File: config.mk
export PLATFORM = sky130hd
export DESIGN_NAME = uart_tx_serializer_flat
export DESIGN_NICKNAME = d
export VERILOG_FILES = /design/src/rtl/uart_tx_serializer_pkg.sv /design/src/rtl/uart_tx_serializer_if.sv /design/src/rtl/uart_baud_tick.sv /design/src/rtl/uart_tx_serializer.sv /design/src/flat_wrapper.sv
export SDC_FILE = /design/constraint.sdc
export NUM_CORES = 1
export LEC_CHECK = 0
export BUFFER_PORTS_ARGS = -buffer_cell sky130_fd_sc_hd__buf_4
export CORE_ASPECT_RATIO = 0.75
export CORE_MARGIN = 2
export CORE_UTILIZATION = 53
export DETAILED_ROUTE_END_ITERATION = 8
export GPL_ROUTABILITY_DRIVEN = 0
export HOLD_SLACK_MARGIN = 0.12
export PLACE_DENSITY = 0.75
export SETUP_SLACK_MARGIN = 0.02
export SLEW_MARGIN = 30
export SYNTH_ARGS = -nofsm -noshare
export SYNTH_HDL_FRONTEND = slang
export SYNTH_HIERARCHICAL = 1
export SYNTH_SLANG_ARGS = --single-unit
File: constraint.sdc
create_clock -name clk -period 1.9 [get_ports clk]
set_clock_uncertainty 0.05 [all_clocks]
set_input_delay 0.38 -clock clk [delete_from_list [all_inputs] [get_ports clk]]
set_output_delay 0.38 -clock clk [all_outputs]
set_load 0.02 [all_outputs]
File: src/rtl/uart_tx_serializer_pkg.sv
// Shared UART definitions: FSM state encodings, parity-mode constants, the
// default bit period and a parity helper. Imported by the transmitter, the
// baud-tick counter and (later) the receive side.
package uart_tx_serializer_pkg;

   // 100 MHz clock / 115200 baud
   localparam int unsigned DEFAULT_CLKS_PER_BIT = 868;

   localparam int unsigned PARITY_NONE = 0;
   localparam int unsigned PARITY_ODD  = 1;
   localparam int unsigned PARITY_EVEN = 2;

   typedef enum logic [2:0] {
      StIdle   = 3'd0,
      StStart  = 3'd1,
      StData   = 3'd2,
      StParity = 3'd3,
      StStop   = 3'd4
   } uart_state_e;

   // Parity bit for a byte under the given mode; 0 when parity is disabled.
   function automatic logic parity_bit(input logic [7:0] data, input int unsigned mode);
      if (mode == PARITY_ODD) begin
         return ~^data;
      end else if (mode == PARITY_EVEN) begin
         return ^data;
      end
      return 1'b0;
   endfunction

endpackage

File: src/rtl/uart_tx_serializer_if.sv
// Byte handshake plus line/status signals of the UART transmitter.
//   tx_data  : byte to send, sampled only at acceptance
//   tx_valid : upstream has a byte on tx_data
//   tx_ready : transmitter accepts a byte this cycle
//   tx_busy  : a frame is in progress
//   tx       : serial line, idles high
// master = upstream byte source, slave = transmitter.
interface uart_tx_serializer_if;
   logic [7:0] tx_data;
   logic       tx_valid;
   logic       tx_ready;
   logic       tx_busy;
   logic       tx;

   modport master (
      output tx_data,
      output tx_valid,
      input  tx_ready,
      input  tx_busy,
      input  tx
   );

   modport slave (
      input  tx_data,
      input  tx_valid,
      output tx_ready,
      output tx_busy,
      output tx
   );
endinterface

File: src/rtl/uart_baud_tick.sv
// Bit-period counter shared by the UART transmitter and receiver.
//   clk   : clock, rising edge
//   reset : asynchronous active-high reset
//   clear : synchronous clear, holds the count at 0
//   tick  : high for one cycle while the count sits at CLKS_PER_BIT-1
// The count wraps to 0 on the tick, so each period is exactly CLKS_PER_BIT cycles.
module uart_baud_tick
   import uart_tx_serializer_pkg::*;
#(
   parameter int unsigned CLKS_PER_BIT = DEFAULT_CLKS_PER_BIT
) (
   input  logic clk,
   input  logic reset,
   input  logic clear,
   output logic tick
);

   localparam int unsigned CntW = $clog2(CLKS_PER_BIT);
   localparam logic [CntW-1:0] CntLast = CntW'(CLKS_PER_BIT - 1);

   logic [CntW-1:0] cnt_q;

   assign tick = (cnt_q == CntLast);

   always_ff @(posedge clk or posedge reset) begin
      if (reset) begin
         cnt_q <= '0;
      end else if (clear || tick) begin
         cnt_q <= '0;
      end else begin
         cnt_q <= cnt_q + CntW'(1);
      end
   end

endmodule

File: src/rtl/uart_tx_serializer.sv
// UART transmitter: serialises one byte per frame as start bit, 8 data bits
// LSB first, optional parity bit and 1 or 2 stop bits.
//   clk   : clock, rising edge
//   reset : asynchronous active-high reset; line forced high, frame abandoned
//   bus   : slave side of uart_tx_serializer_if (tx_data/tx_valid in,
//           tx_ready/tx_busy/tx out)
// All outputs are registers. CLKS_PER_BIT >= 2, PARITY in {0,1,2},
// STOP_BITS in {1,2}.
module uart_tx_serializer
   import uart_tx_serializer_pkg::*;
#(
   parameter int unsigned CLKS_PER_BIT = DEFAULT_CLKS_PER_BIT,
   parameter int unsigned PARITY       = PARITY_NONE,
   parameter int unsigned STOP_BITS    = 1
) (
   input  logic           clk,
   input  logic           reset,
   uart_tx_serializer_if.slave bus
);

   localparam bit         HasParity = (PARITY != PARITY_NONE);
   localparam logic [2:0] LastStop  = 3'(STOP_BITS - 1);

   uart_state_e state_q;
   logic [7:0]  shift_q;
   logic [2:0]  bit_idx_q;
   logic        parity_q;
   logic        tx_q;
   logic        ready_q;
   logic        busy_q;

   logic tick;
   logic baud_clear;
   logic accept;

   // Every non-idle state is left exactly on a tick, where the counter wraps
   // to 0 by itself; holding it clear in IDLE makes the start bit begin at 0.
   assign baud_clear = (state_q == StIdle);

   // ready_q is only ever high in IDLE, so this is the full handshake.
   assign accept = bus.tx_valid && ready_q;

   uart_baud_tick #(
      .CLKS_PER_BIT(CLKS_PER_BIT)
   ) u_baud_tick (
      .clk  (clk),
      .reset(reset),
      .clear(baud_clear),
      .tick (tick)
   );

   always_ff @(posedge clk or posedge reset) begin
      if (reset) begin
         state_q   <= StIdle;
         shift_q   <= '0;
         bit_idx_q <= '0;
         parity_q  <= 1'b0;
         tx_q      <= 1'b1;
         ready_q   <= 1'b0;
         busy_q    <= 1'b0;
      end else begin
         unique case (state_q)
            StIdle: begin
               tx_q   <= 1'b1;
               busy_q <= 1'b0;
               if (accept) begin
                  shift_q   <= bus.tx_data;
                  // Parity of the byte as latched; the shift register is consumed.
                  parity_q  <= parity_bit(bus.tx_data, PARITY);
                  bit_idx_q <= '0;
                  tx_q      <= 1'b0;
                  busy_q    <= 1'b1;
                  ready_q   <= 1'b0;
                  state_q   <= StStart;
               end else begin
                  // First edge after reset release raises ready.
                  ready_q <= 1'b1;
               end
            end

            StStart: begin
               if (tick) begin
                  tx_q      <= shift_q[0];
                  bit_idx_q <= '0;
                  state_q   <= StData;
               end
            end

            StData: begin
               if (tick) begin
                  if (bit_idx_q == 3'd7) begin
                     bit_idx_q <= '0;
                     if (HasParity) begin
                        tx_q    <= parity_q;
                        state_q <= StParity;
                     end else begin
                        tx_q    <= 1'b1;
                        state_q <= StStop;
                     end
                  end else begin
                     shift_q   <= {1'b0, shift_q[7:1]};
                     tx_q      <= shift_q[1];
                     bit_idx_q <= bit_idx_q + 3'd1;
                  end
               end
            end

            StParity: begin
               if (tick) begin
                  tx_q      <= 1'b1;
                  bit_idx_q <= '0;
                  state_q   <= StStop;
               end
            end

            StStop: begin
               // bit_idx_q counts whole stop-bit periods here.
               if (tick) begin
                  if (bit_idx_q == LastStop) begin
                     bit_idx_q <= '0;
                     busy_q    <= 1'b0;
                     ready_q   <= 1'b1;
                     state_q   <= StIdle;
                  end else begin
                     bit_idx_q <= bit_idx_q + 3'd1;
                  end
               end
            end

            default: begin
               tx_q    <= 1'b1;
               busy_q  <= 1'b0;
               ready_q <= 1'b0;
               state_q <= StIdle;
            end
         endcase
      end
   end

   assign bus.tx       = tx_q;
   assign bus.tx_ready = ready_q;
   assign bus.tx_busy  = busy_q;

endmodule
File: src/flat_wrapper.sv
// flat-port wrapper written by rule: the top's interface ports become plain ports
module uart_tx_serializer_flat import uart_tx_serializer_pkg::*;
#(
   parameter int unsigned CLKS_PER_BIT = DEFAULT_CLKS_PER_BIT,
   parameter int unsigned PARITY       = PARITY_NONE,
   parameter int unsigned STOP_BITS    = 1
)
  (clk, reset, bus_tx_data, bus_tx_valid, bus_tx_ready, bus_tx_busy, bus_tx);
  uart_tx_serializer_if bus_i ();
  input  logic clk;
  input  logic reset;
  input wire logic [$bits(bus_i.tx_data)-1:0] bus_tx_data;
  input wire logic [$bits(bus_i.tx_valid)-1:0] bus_tx_valid;
  output wire logic [$bits(bus_i.tx_ready)-1:0] bus_tx_ready;
  output wire logic [$bits(bus_i.tx_busy)-1:0] bus_tx_busy;
  output wire logic [$bits(bus_i.tx)-1:0] bus_tx;
  assign bus_i.tx_data = bus_tx_data;
  assign bus_i.tx_valid = bus_tx_valid;
  assign bus_tx_ready = bus_i.tx_ready;
  assign bus_tx_busy = bus_i.tx_busy;
  assign bus_tx = bus_i.tx;
  uart_tx_serializer #(.CLKS_PER_BIT(CLKS_PER_BIT), .PARITY(PARITY), .STOP_BITS(STOP_BITS)) u_core (.clk(clk), .reset(reset), .bus(bus_i));
endmodule
; ---- Word-level counts from Yosys, hierarchy flattened
; Index checks and enable logic that the tools add are counted.
[totals]
latch_bits = 0
register_bits = 27
in_bits = 11
ramBits = 0
romBits = 0
memories = 0
out_inout_bits = 3
[op_classes]
div = 0
multipliers = 0
n_shift = 0
n_eq_ne = 15
n_reduce_logical = 13
add_sub_neg = 2
n_lt_le_gt_ge = 0
mux = 33
bitwise_logic = 2
[ops]
columns = operator, n
row1 = $mux 3, 13
row2 = $mux 8, 3
row3 = $pmux 8 s2, 1
row4 = $pmux 3 s5, 1
row5 = $pmux 3 s4, 1
row6 = $add 10x1->10 const B, 1
row7 = $eq 10x10->1 const B, 1
row8 = $mux 1, 10
row9 = $mux 10, 1
row10 = $ne 2x2->1 const B, 5
row11 = $ne 2x1->1 const B, 4
row12 = $reduce_and 4->1, 2
row13 = $reduce_and 7->1, 1
row14 = $eq 3x2->1 const B, 2
row15 = $eq 3x3->1 const B, 2
row16 = $logic_not 3->1, 2
row17 = $pmux 1 s3, 2
row18 = $pmux 1 s5, 1
row19 = $reduce_and 5->1, 1
row20 = $reduce_bool 4->1, 1
row21 = $add 3x1->3 const B, 1
row22 = $eq 3x1->1 const B, 1
row23 = $reduce_and 3->1, 1
row24 = $reduce_or 3->1, 1
row25 = other kinds (5), 6

; ---- Longest topological paths before layout
; Gate-level depths: netlist of the first run.
[logic_depth]
word_depth = 4
mapped_depth = 9
mapped_depth_nobuf = 7

; ---- Hierarchy
; Netlist of the first run, hierarchy kept.
[by_module_without_submodules]
columns = module, instances, area_per_inst_um2, cells_each, seq_area_each_um2
row1 = uart_tx_serializer, 1, 1017.2, 104, 426.7
row2 = uart_baud_tick, 1, 569.3, 57, 250.2

; ---- Least setup slack after synthesis of the first run
; No wires, ideal clock.
[synth_path]
kind = register to register
from = register u_core.u_baud_tick.cnt_q[0]
to = register u_core.shift_q[5]
arrival_ns = 1.979
path_stages_with_launch = 10
setup_ns = 0.073
n_path_buf = 2
synth_period_minus_slack_ns = 2.102
path_slack_ns = -0.202
t_required_ns = 1.777
cell_sequence = dfrtp_1 ha_1 nand4bb_4 nor4_1 buf_4 nand3b_2 a211oi_4 buf_6 nor2_1 a21oi_2
[synth_via]
elab_chain_len = 3
[synth_rtl]
columns = element, line_no
row1 = start: declaration, uart_baud_tick.sv:21  ; logic [CntW-1:0] cnt_q;
row2 = start signal: assignment, uart_baud_tick.sv:31  ; cnt_q <= cnt_q + CntW'(1);
row3 = $eq 10x10->1, uart_baud_tick.sv:23  ; assign tick = (cnt_q == CntLast);
row4 = net u_core.tick, uart_tx_serializer.sv:32  ; logic tick;
row5 = $ne 2x2->1 (no line), -
row6 = $reduce_and 4->1 (no line), -
row7 = end signal: assignment, uart_tx_serializer.sv:67  ; shift_q <= bus.tx_data;
row8 = end signal: assignment, uart_tx_serializer.sv:101  ; shift_q <= {1'b0, shift_q[7:1]};
row9 = end: declaration, uart_tx_serializer.sv:25  ; logic [7:0] shift_q;
; The timed path passes the listed nets, and every way through them passes these cells.
; A chain may end at the register's enable or synchronous reset.

; ---- Worst setup path in the final report of the first run
[layout_path]
from = register u_core.u_baud_tick.cnt_q[0]
to = register u_core.shift_q[7]
; Same word-level chain as after synthesis.

==> summary.txt, run 1 <==
antenna violations before repair = 0
Placement Setup Slack = -0.1004 ns
asr flop ratio synth = 100.0%
worst skew pair latency = 0.27 ns
vias in the first global route = 1,291
DRT iter0 DRCs = 117
Reg-to-Reg Start = u_core/u_baud_tick/cnt_q[0]
synthesis-stage register bit count = 27
Fill cells = 245
largest net degree at the start of global routing = 18
PwrDens = 487.7 nW/um^2
Vias/cell = 5.729
EDFF count, synth = 0
Die X = 67.18 um
Critical Path Sink Type = flip-flop
R2R setup slack = -0.07 ns
RSZ-0062 raised after global routing = true
Detail Route Antenna Nets = 0
area of the core = 2893 sq um
post-synth top area share = 41.01%
Min-Delay Path Depth = 2
final count of negative-setup-slack endpoints = 7
Wirelength per Cell = 14.77 um
Crit-path slowest cell = dfrtp_2
status = finished, violations left
Core Rows = 17
Hold Path Sink = u_core/shift_q[7]
n_diodes = 0
Final Worst Setup Slack = -0.06666 ns
CTS Root Cell = clkbuf_8
DRC = 0
DRT Wirelength = 3.382 mm
min-delay src = bus_tx_data[7]
Max-slew headroom = 56.40%
Syn Area/Cell = 9.854 sq um
Final min period = 1.967 ns
HP Class = input pin to flip-flop
clock sinks = 27
commonest non-fill, non-tap cell in the layout = buf_4
Area Overhead vs Synth = 23.66%
Inst Count DP = 221
Worst path top cell family by delay = simple AND/OR/NAND/NOR gates
Post-Layout Cell Count = 229
Post-DP HPWL = 2.408 mm
total number of vias = 1,312
synth top area cells = dfrtp_1 (41%), mux2i_1 (5.0%), nor2_1 (4.0%), a21oi_1 (3.8%), ha_1 (3.2%)
maximum clock path buffer count = 2
crit share post-route = 103.5%
critical path cell sequence = ha_4 > nand4bb_4 > nor4_4 > buf_4 > nand3b_4 > a211oi_4 > buf_12 > nor2b_1 > a31o_1
drt first pass iters = 5
worst slew pin tran = 0.6532 ns
yosys warns = 6
Register Area = 678.2 sq um
Initial Util = 54.84%
die area = 3451 sq um
post-synth top area cell = dfrtp_1
Mapped Nets = 176
clock slew at reported path FFs = 0.09 ns
worst reg2reg endpoint = u_core/shift_q[7]
CP max FO = 10
area of the multi-input gates = 870.8 sq um
Slew Limit Fails = 0
final hold slack = 0.3018 ns
Crit path buffers/inverters = 2
H-Tree Depth = 1
fmax = 508.5 MHz
height of the chip = 51.38 um
CP Launch Type = flip-flop
total track usage = 22.92%
Arr. time, crit path = 2.08 ns
Peak VDD IR = 0.4969 mV
Crit Path Class = flip-flop to flip-flop
post-synth cell types = 45
first-pass GRT wire length = 5.927 mm
P_leak = 0.8740 nW
WP data required = 2.01 ns
commonest cells after routing, fill and taps aside = buf_4 (32), dfrtp_1 (25), nor2_1 (15)
cts bufs inserted = 3
slowest stage delay, CP = 0.40 ns
Mapped Cells = 161
Port Buf Inserts = 13
CTS tree = done
R2R depth = 9
Final Hold Viols = 0
Max-Cap Viols = 0
IO Pins = 14
Synth Flop Type = dfrtp_1
failing checks = setup timing
register area share after synthesis = 42.67%
Mapped Area = 1587 sq um
fraction of layout instances using a drive strength above 1 = 30.37%
grt ovf = 0
Final #Nets = 207
-- repair_timing --
action	4_1_cts	5_1_grt
setup endpoints to repair	6	13
gates resized for setup	4	4
pin swaps	0	4
hold endpoints to repair	10	0
hold buffers	1	0
buffers inserted	2	1
-- power breakdown --
group	total [mW]	switching (mW)	leakage [nW]	internal [mW]
sequential	0.586	0.00460	0.322	0.582
combinational	0.0494	0.0253	0.529	0.0241
clock	0.321	0.171	0.0228	0.150
total	0.957	0.201	0.874	0.756
-- flip-flops by register name, indices dropped and copies added, names as in the netlist --
signal                    flops
u_core/bus.tx                 1
u_core/shift_q                8
u_core/bus.tx_busy            1
u_core/bus.tx_ready           1
u_core/bit_idx_q              3
u_core/u_baud_tick/cnt_q     10
u_core/state_q                3
-- cell type report --
| type | instances | share of cell area (%) |
|---|---|---|
| clock buffers | 4 | 2.296 |
| well taps | 38 | 2.423 |
| multi-input cells | 117 | 44.39 |
| repair buffers | 35 | 14.80 |
| flip-flops and latches | 27 | 34.57 |
| inverters | 8 | 1.531 |
-- cells in the mapped netlist (2+ instances only) --
master / count
xor2_1: 2
o21ai_0: 8
a21o_1: 2
inv_1: 8
buf_2: 3
dfrtp_1: 26
a21oi_2: 3
xnor2_1: 2
or3_1: 5
nand4_1: 2
ha_1: 4
nor2b_1: 2
mux2i_1: 8
a21oi_1: 12
nor2_1: 17
buf_4: 2
nand2b_1: 2
nand3_1: 10
buf_6: 3
nand2_1: 11
a31oi_1: 3
o31ai_1: 3
-- how the worst max path moves through the flow --
stage                                start           endpoint  slack, ns  cells after the start
2_1_floorplan  u_core/u_baud_tick/cnt_q[1]  u_core/shift_q[5]      -0.07                      9
3_3_place_gp   u_core/u_baud_tick/cnt_q[0]  u_core/shift_q[7]      -0.02                      9
3_5_place_dp   u_core/u_baud_tick/cnt_q[0]  u_core/shift_q[7]      -0.10                      9
4_1_cts        u_core/u_baud_tick/cnt_q[0]  u_core/shift_q[7]      -0.05                      9
5_1_grt        u_core/u_baud_tick/cnt_q[1]  u_core/shift_q[7]      -0.16                      9
6_report       u_core/u_baud_tick/cnt_q[0]  u_core/shift_q[7]      -0.07                      9
-- stage by stage --
stage                     utilization (%)  power (mW)  instance area (sq um)  setup TNS (ns)
after floorplan                         -      0.6206                   1609         -0.4232
after global placement              63.41      0.6426                   1834        -0.02164
after detailed placement            63.41      0.6453                   1834         -0.1994
after CTS                           66.78      0.9681                   1932         -0.1173
after global routing                67.82       1.007                   1962          -1.525
final                               67.82      0.9569                   1962         -0.2043
-- worst reg2reg max path, delay by kind of cell (launching register included) --
family	cells	cell delay (ns)
flip-flops	1	0.40
adder cells (fa/ha/maj)	1	0.15
buffers and inverters	2	0.33
AND/OR/NAND/NOR	4	0.50
AO/OA/AOI/OAI	2	0.43
-- cell families (layout without fill, tap and decap cells) --
group / Yosys count / count (layout) / share of synthesized area (%)
AOI/OAI and AO/OA: 38 / 38 / 17.19
xor gates and xnor gates: 4 / 4 / 2.209
adders and majority gates: 4 / 4 / 3.155
buffers and inverters: 17 / 47 / 6.151
DFF: 27 / 27 / 42.67
muxes: 9 / 9 / 5.757
and+or+nand+nor: 62 / 62 / 22.87
-- layer usage --
| metal | vias to the layer above | GRT usage (%) | wire length, um | part of all wire, % |
|---|---|---|---|---|
| li1 | 633 | - | - | - |
| met1 | 616 | 31.44 | 1509 | 45 |
| met2 | 61 | 36.30 | 1617 | 48 |
| met3 | 2 | 6.167 | 237 | 7.0 |
| met4 | 0 | 5.102 | 17 | 0.50 |
| met5 | - | 0 | 0 | 0 |
Power figures use the tool's default switching activity.
==> run 2, diff against run 1 <==
Settings changed: CORE_UTILIZATION 53 to 55.
Clock period 1.9 ns to 1.82 ns, I/O delays scaled along.
==> summary.txt, run 2 (same netlist as run 1, synthesis figures left out) <==
HP Class = input pin to flip-flop
worst skew pair latency = 0.28 ns
CP Launch Type = flip-flop
DRT Wirelength = 3.683 mm
CP max FO = 4
total number of vias = 1,335
Area after DPL = 1872 sq um
Slew Limit Fails = 0
Crit path buffers/inverters = 2
Max-Cap Viols = 0
n_diodes = 0
worst slew pin tran = 0.6823 ns
maximum clock path buffer count = 2
Die X = 66.02 um
fraction of layout instances using a drive strength above 1 = 39.50%
DRC = 0
sequential share of power = 60.4%
Peak VDD IR = 0.5148 mV
drt first pass iters = 4
antenna violations before repair = 0
commonest cells after routing, fill and taps aside = buf_4 (37), dfrtp_1 (25), nor2_1 (11)
critical path cell sequence = ha_4 > nand4bb_4 > nor4_4 > buf_4 > buf_12 > nand2_4 > o211ai_1 > nand2_1 > mux2_4
grt ovf = 0
RSZ-0062 raised after global routing = true
post-layout instance area = 2095 sq um
area of the core = 2683 sq um
Vias/cell = 5.657
status = finished, violations left
Logic pwr share = 5.3%
cts bufs inserted = 3
failing checks = setup timing
CTS tree = done
final count of negative-setup-slack endpoints = 14
Final #Nets = 216
Int Power = 0.7880 mW
Sw Ratio = 22.45%
total track usage = 24.47%
Core Rows = 16
Wirelength per Cell = 15.61 um
Area Overhead vs Synth = 32.02%
DRT iter0 DRCs = 53
slowest stage delay, CP = 0.40 ns
commonest non-fill, non-tap cell in the layout = buf_4
H-Tree Depth = 1
height of the chip = 50.52 um
first-pass GRT wire length = 6.072 mm
Psw = 0.2281 mW
Detail Route Antenna Nets = 0
Critical Path Sink Type = flip-flop
fmax = 517.9 MHz
IO Pins = 14
Setup Total Neg Slack = -1.014 ns
clock slew at reported path FFs = 0.09 ns
Port Buf Inserts = 13
Crit-path slowest cell = dfrtp_1
Reg with most FFs = u_core/u_baud_tick/cnt_q
Clock power frac = 34.3%
Final Hold Viols = 0
Final min period = 1.931 ns
Regs by FF count = u_core/u_baud_tick/cnt_q: 10 flops, u_core/shift_q: 8 flops
R2R setup slack = -0.11 ns
largest net degree at the start of global routing = 18
Initial Util = 59.14%
WP data required = 1.95 ns
Largest register FFs = 10
vias in the first global route = 1,369
P_leak = 0.9509 nW
Crit Path Class = flip-flop to flip-flop
clock sinks = 27
Post-DP HPWL = 2.522 mm
crit share post-route = 106.1%
Worst path top cell family by delay = simple AND/OR/NAND/NOR gates
Arr. time, crit path = 2.06 ns
CTS Root Cell = clkbuf_8
Max-slew headroom = 54.46%
Final Worst Setup Slack = -0.1108 ns
PwrDens = 485.1 nW/um^2
die area = 3335 sq um
==> run 2: per-layer routing <==
layer	wire length (um)	track usage, %
met1	1683	31.67
met2	1753	38.38
met3	196	6.951
met4	51	10.88
met5	0	0
==> run 2: path summary, 6_finish.rpt <==
check	from	cells past startpoint	end
setup / recovery	u_core/u_baud_tick/cnt_q[1]	9	u_core/bit_idx_q[0]
hold / removal	bus_tx_data[7]	2	u_core/shift_q[7]
setup reg to reg	u_core/u_baud_tick/cnt_q[1]	9	u_core/bit_idx_q[0]
hold reg to reg	u_core/bus.tx_busy	1	u_core/bus.tx_busy
max in group asynchronous	reset	3	u_core/shift_q[7]
min in group asynchronous	reset	3	u_core/u_baud_tick/cnt_q[9]
==> run 2: per-stage QoR <==
stage	setup slack, ns	util, %	cells	total power [mW]	hold WS (ns)
6_report	-0.1108	78.08	236	1.016	0.2655
5_1_grt	-0.2119	78.08	236	1.052	0.2657
4_1_cts	-0.07084	73.93	234	1.023	0.2576
3_5_place_dp	-0.07647	69.78	226	0.6734	0.3319
3_3_place_gp	-0.04451	69.78	226	0.6710	0.3175
2_1_floorplan	-0.1451	-	161	0.6478	0.1541
==> run 2: worst register-to-register path, cell delays in order, from the launching register on <==
cell and delay, ns:
dfrtp_1 0.40, ha_4 0.17, nand4bb_4 0.14, nor4_4 0.16
buf_4 0.18, buf_12 0.11, nand2_4 0.05, o211ai_1 0.16
nand2_1 0.13, mux2_4 0.28
==> run 2: final cells by class <==
type | count | area (sq um)
clock buffers | 3 | 41.29
clock inverters | 1 | 5.005
fillers | 176 | 588.1
inverters | 8 | 30.03
multi-input cells | 117 | 927.1
flip-flops and latches | 27 | 678.2
well taps | 36 | 45.04
repair buffers | 44 | 367.9
==> run 2: power groups by stage <==
| stage | combinational, mW | sequential (mW) | clock [mW] |
|---|---|---|---|
| after CTS | 0.0517 | 0.612 | 0.359 |
| after floorplan | 0.0255 | 0.622 | 0 |
| final | 0.0542 | 0.614 | 0.348 |
| after global placement | 0.0477 | 0.623 | 0 |
| after global routing | 0.0610 | 0.615 | 0.376 |
| after detailed placement | 0.0496 | 0.624 | 0 |
==> run 2: repair_timing <==
item                                   4_1_cts  5_1_grt
gates cloned                                 1        0
gates resized for setup                      8       22
endpoints found under the hold margin       10        0
hold buffers                                 1        0
pin swaps                                    2        7
setup endpoints to repair                   11       15
buffers inserted                             2        2
